[src/rtl/demux_rr_sched.sv]
// Round-robin 1:2 demux front-end: accepts upstream words with valid/ready and
// steers each accepted word to lane 0 or lane 1, counting deliveries per lane.
module demux_rr_sched #(
   parameter int DATA_W = 4,
   parameter int CNT_W  = 8
) (
   input  logic              clk,
   input  logic              reset_L,
   input  logic [DATA_W-1:0] data_in,
   input  logic              valid_in,
   output logic              ready_out,
   input  logic              mode,
   input  logic              ready0,
   input  logic              ready1,
   output logic [DATA_W-1:0] data_out0,
   output logic [DATA_W-1:0] data_out1,
   output logic              valid_out0,
   output logic              valid_out1,
   output logic              sel_out,
   output logic [CNT_W-1:0]  cnt0,
   output logic [CNT_W-1:0]  cnt1
);

   typedef enum logic {S0 = 1'b0, S1 = 1'b1} state_t;

   state_t state, state_next;
   logic   cur_lane;
   logic   pref_ready;
   logic   target;
   logic   accept;

   always_ff @(posedge clk or negedge reset_L) begin
      if (!reset_L) state <= S0;
      else          state <= state_next;
   end

   // In skip mode a busy preferred lane hands the word to the other lane.
   always_comb begin
      state_next = state;
      cur_lane   = (state == S1);
      pref_ready = cur_lane ? ready1 : ready0;
      target     = cur_lane;
      ready_out  = 1'b0;
      if (mode) begin
         ready_out = ready0 | ready1;
         target    = pref_ready ? cur_lane : ~cur_lane;
      end else begin
         ready_out = pref_ready;
      end
      ready_out = ready_out & reset_L;
      accept    = valid_in & ready_out;
      if (accept) state_next = target ? S0 : S1;
   end

   assign sel_out = (state == S1);

   always_ff @(posedge clk or negedge reset_L) begin
      if (!reset_L) begin
         data_out0  <= '0;
         data_out1  <= '0;
         valid_out0 <= 1'b0;
         valid_out1 <= 1'b0;
         cnt0       <= '0;
         cnt1       <= '0;
      end else begin
         valid_out0 <= accept & ~target;
         valid_out1 <= accept & target;
         if (accept && !target) begin
            data_out0 <= data_in;
            cnt0      <= cnt0 + 1'b1;
         end
         if (accept && target) begin
            data_out1 <= data_in;
            cnt1      <= cnt1 + 1'b1;
         end
      end
   end

endmodule
[config.mk]
export PLATFORM = sky130hd
export DESIGN_NAME = demux_rr_sched
export DESIGN_NICKNAME = d
export VERILOG_FILES = /design/src/rtl/demux_rr_sched.sv
export SDC_FILE = /design/constraint.sdc
export NUM_CORES = 1
export LEC_CHECK = 0
export CAP_MARGIN = 10
export CORE_ASPECT_RATIO = 1.5
export CORE_UTILIZATION = 48
export DETAILED_ROUTE_END_ITERATION = 6
export GPL_ROUTABILITY_DRIVEN = 0
export HOLD_SLACK_MARGIN = 0.15
export PLACE_DENSITY_LB_ADDON = 0.1
export SETUP_SLACK_MARGIN = 0.5
export SKIP_LAST_GASP = 1
export SYNTH_ARGS = -nofsm -noshare
export SYNTH_HDL_FRONTEND = slang
export SYNTH_SLANG_ARGS = --single-unit
[constraint.sdc]
create_clock -name clk -period 3.5 [get_ports clk]
set_input_delay 0.7 -clock clk [delete_from_list [all_inputs] [get_ports clk]]
set_output_delay 0.7 -clock clk [all_outputs]
set_load 0.05 [all_outputs]
==> metrics.cfg <==
[worst_setup_path]
start_kind=input port
arrival_ps=2030
crit_buf_inv=2
worstPathCellList=clkdlybuf4s50_1, o21ai_1, a211oi_1, buf_12
cp.required_ps=2800
crit_family=buffers and inverters
max_stage_delay_ps=560
critPathKind=in2out
r2r_setup_slack_ps=2020
reg2reg_depth=4
critical_path.slowest_cell=clkdlybuf4s50_1
crit_fanout=4
cp.depth=4
end_kind=output port

[route]
drt_iter0_markers=13
drc=0
vias_per_cell=5.35
wl_mm=2.29
dr_total_vias=877
drtAntennaViolNets=0
firstDrtPassIters=4
wire_per_inst_um=14.0

[cts]
cts_setup_buffers=0
ctsHoldBuffers=0
tritoncts=built
root_buffer=clkbuf_4
cts.reportedPaths.clkPinSlew_ps=130
clock_latency_ps=310
clock_path_buffers=2
htree_levels=1
cts_resized=0
numCtsBuffers=3
cts.sinks=27

[final_layout]
final_cells=164
drive_gt1_share_pct=12.1
area_growth_syn_to_layout_pct=38.3
n_antenna_cell=0
final_cell_mix=36 x clkdlybuf4s50_1, 27 x dfrtp_1, 21 x nand2_1
design_area_um2=1620
nets=154
final_common_cell=clkdlybuf4s50_1
final_util_pct=71.6

[timing]
setup_violations=0
slew_violations=0
final_hold_viol_count=0
finalSetupTns_ps=0
tightestPinTransition_ps=503
max_freq_mhz=366
period_needed_ps=2730
finalCritPeriodShare_pct=78.1
whs_ps=475
rsz0062_at_grt=no
worst_slack_ps=767
slew_headroom_pct=66.3
fin_skew_ps=1.11

[synth]
ys_types=22
syn_avg_cell_area_um2=11.9
synth_nets=110
yosysSeqAreaShare_pct=57.8
ys_warn_count=0
ys_ff_latch=27
synthCells=98
syn-cell-area_um2=1170

[global_route]
antenna_found_initial=0
gr-total-overflow=0
grt_use_total_pct=19.4
grt_max_degree=19
grt_pass1_wl_mm=3.97
grt_pass1_vias=881

[job]
maxCapViolCount=0

[floorplan]
die_area_um2=2640
die_w_um=42.3
initial_core_util_pct=51.8
io_pins=38
fp.dieH_um=62.5
num_rows=21
coreArea_um2=2260

[power_and_ir_drop]
p_total_mw=1.18
ir_drop_v=0.000585
cellPowerDensity_nw_per_um2=732
leakage_nw=0.710

[place]
place_area_um2=1590
dp.cells=160
dp_hpwl_mm=1.75
place_ws_ps=765
io_buffer_count=37

[min_path]
hold_class=reg2reg
min_path_cells=1

[outcome]
status=complete, no violations

[cell families (layout without fill, tap and decap cells)]
kind of cell / after synthesis / count (layout) / share of synthesized area [%]
AO/OA/AOI/OAI: 7 / 7 / 6.74
XOR/XNOR: 14 / 14 / 10.5
adder cells (fa/ha/maj): 2 / 2 / 2.14
buffers and inverters: 5 / 48 / 2.25
flip-flops: 27 / 27 / 57.8
multiplexers: 5 / 5 / 4.81
AND/OR/NAND/NOR: 38 / 38 / 15.8
[area by class of cell]
class / instances / area, um^2
sequential: 27 / 676
inverter: 4 / 15.0
timing repair buffer: 40 / 403
tap: 23 / 28.8
clock inverter: 1 / 5.00
clock buffer: 3 / 22.5
fill: 177 / 642
multi-input combinational: 66 / 468
[where the power goes]
part / internal, mW / switching (mW) / total [mW]
combinational: 0.205 / 0.374 / 0.579
clock: 0.0427 / 0.0830 / 0.126
sequential: 0.388 / 0.0912 / 0.479
[worst paths after layout]
| kind | end | start |
|---|---|---|
| worst min-delay path | cnt1[7]$_DFFE_PN0P_ | cnt1[7]$_DFFE_PN0P_ |
| max in group asynchronous | cnt0[6]$_DFFE_PN0P_ | reset_L |
| worst max register to register | cnt0[5]$_DFFE_PN0P_ | sel_out$_DFFE_PN0P_ |
| worst max-delay path | ready_out | ready1 |
| worst min register to register | cnt1[7]$_DFFE_PN0P_ | cnt1[7]$_DFFE_PN0P_ |
| min in group asynchronous | cnt1[7]$_DFFE_PN0P_ | reset_L |
[cell usage after synthesis]
cell,n,share of area (%)
mux2_2,5,4.8
buf_6,1,0.96
and3_1,1,0.54
inv_1,3,0.96
xnor2_1,11,8.2
o21bai_1,1,0.64
and2b_1,1,0.64
nor3b_1,2,1.3
and4_1,1,0.75
a211oi_1,2,1.3
nand2b_1,1,0.54
dfrtp_1,27,58
o21ai_1,1,0.43
inv_2,1,0.32
nand2_1,21,6.7
ha_1,2,2.1
a211oi_2,2,2.1
o2111ai_4,1,2.2
nand4_1,6,3.2
nor3_1,2,0.86
xor2_1,3,2.2
nand3_1,3,1.3
[state kept, by name (all words and copies together) (netlist names)]
name and count:
cnt0 8, cnt1 8, data_out0 4, data_out1 4, sel_out 1, valid_out0 1, valid_out1 1
[routing by layer]
layer  track usage [%]  part of all wire, %  up-vias
met1              23.4                   42      426
li1                  -                    -      419
met3              2.60                  3.9        4
met2              32.5                   53       28
met5                 0                    0        -
met4              10.9                  1.3        0
(Power assumes the default switching activity.)
==> patch: new RTL, config.mk and constraints unchanged <==
The parameter `DATA_W` goes from 4 to 3.
--- a/src/rtl/demux_rr_sched.sv
+++ b/src/rtl/demux_rr_sched.sv
@@ -3,3 +3,3 @@
 module demux_rr_sched #(
-   parameter int DATA_W = 4,
+   parameter int DATA_W = 3,
    parameter int CNT_W  = 8
Ports: changed (resized data_in, data_out0 and data_out1); port bits go from 38 to 35. The function was not compared with the original's and may differ.
==> patch against the original RTL <==
  * Via count down 9.4%
  * Cell area is 6.9% lower
  * Sequential power is 8.1% lower
  * Power down 6.7%
  * Maximum frequency fell by 0.72%
  * Global-route usage is 1.4 points higher
  * Synthesized area is 5.8% lower
  * Sequential share of layout area fell by 0.24 points
  * Wire length fell by 8.6%
  * Register-to-register slack worse by 30 ps
  * Clock power rose by 4%
  * Synthesized cell count shrank 6.1%
  * Setup slack lost 20 ps
  * Sequential cell count shrank 2
  * Critical endpoint unchanged
  * Largest cell class unchanged
  * Largest power group unchanged
  * Highest routed layer unchanged
==> patch: results (changes against the original RTL) <==
metric;value;unit;change
status;complete, no violations;;unchanged
Clock Tree Root;clkbuf_4;;unchanged
registers with the most flip-flops;cnt0 (8), cnt1 (8);;unchanged
GRT Resource Usage Total;20.8;%;was 19.4%
largest net degree at the start of global routing;27;;was 19
Syn. warnings;0;;unchanged
Async SR Flop Fraction;100;%;unchanged
top sig layer;met4;;unchanged
Unique masters post-synth;23;;was 22
compound-cell area share of the yosys netlist;6.81;%;was 6.74%
nets@finish;142;;was 154
syn_nets;103;;was 110
Pleak;0.000654;µW;was 0.000710 µW
crit-path leading delay family;buffers and inverters;;unchanged
DR WL met3;98;µm;was 90 µm
R2R setup slack;1990;ps;was 2020 ps
Sw Ratio;46.5;%;was 46.3%
CP arrival;2050;ps;was 2030 ps
vias in the first global route;792;;was 881
Max FO, Critical Path;5;;was 4
# resized after CTS;0;;unchanged
global-route wire length before repair;3.44;mm;was 3.97 mm
post-synthesis mux area share;4.09;%;was 4.81%
Max-slew headroom;66.3;%;about the same
initial antenna violation count;0;;unchanged
CTS H-tree depth;1;;unchanged
DP HPWL;1.57;mm;was 1.75 mm
layout cells sized above 1;12.3;%;was 12.1%
First DRT Iteration DRCs;14;;was 13
Met2 Wirelength;1.07;mm;was 1.21 mm
xor/xnor share of the synthesized area;11.1;%;was 10.5%
slowest CP cell;clkdlybuf4s50_1;;unchanged
top post-synthesis cells by area;dfrtp_1, xnor2_1, nand2_1;;unchanged
CP startpoint;mode;;was ready1
Layout Cells excl Fill;152;;was 164
setup bufs post-CTS;0;;unchanged
DR WL/cell;13.8;µm;was 14.0 µm
Inserted Diodes;0;;unchanged
port bufs;34;;was 37
met1 GRT Util;25.0;%;was 23.4%
largest stage delay on the critical path;570;ps;
cell depth of the worst flop-to-flop path;4;;unchanged
grt met3 use;4.03;%;was 2.60%
clk_skew;4.79;ps;was 1.11 ps
via count;795;;was 877
Post-Synth Adder-Cell Area;2.27;%;was 2.14%
WL met1;879;µm;was 960 µm
Final Setup Violations;0;;unchanged
Post-Place Cell Area;1480;µm²;was 1590 µm²
Max IR drop VDD;0.474;mV;was 0.585 mV
register area share after synthesis;56.8;%;was 57.8%
met2 Track Usage GR;33.9;%;was 32.5%
syn avg cell area;12.0;µm²;was 11.9 µm²
end of the critical path;ready_out;;unchanged
reg2reg end;cnt0[7];;was cnt0[5]
Synth top cells by count;dfrtp_1, nand2_1, xnor2_1, nand4_1, mux2_2;;unchanged
## patch: metrics by stage
| step | hold slack, ps | setup slack, ps | utilization, % |
|---|---|---|---|
| CTS | 480 | 748 | 71.7 |
| finish | 475 | 748 | 71.7 |
| floorplan | 404 | 625 | - |
| global placement | 457 | 799 | 70.2 |
| global route | 524 | 640 | 71.7 |
| detailed placement | 460 | 755 | 70.2 |
## patch: power groups by stage
stage                     logic, µW  registers [µW]  clock network, µW
final                           533             440                131
after global routing            564             455                143
after CTS                       537             441                137
after detailed placement        535             446                  0
after global placement          529             444                  0
after floorplan                 112             678                  0
## patch: worst reg2reg max path, cell delays in order (launching register included)
cell and delay [ps]:
dfrtp_1 530, o21ai_0 210, a211oi_2 380, nand4_1 150
xnor2_1 150
## patch: cell type report
class	instances	area (µm²)
flip-flops and latches	25	626
fillers	165	596
multi-input cells	62	450
repair buffers	35	358
well taps	22	27.5
clock buffers	3	22.5
inverters	4	15.0
clock inverters	1	7.51
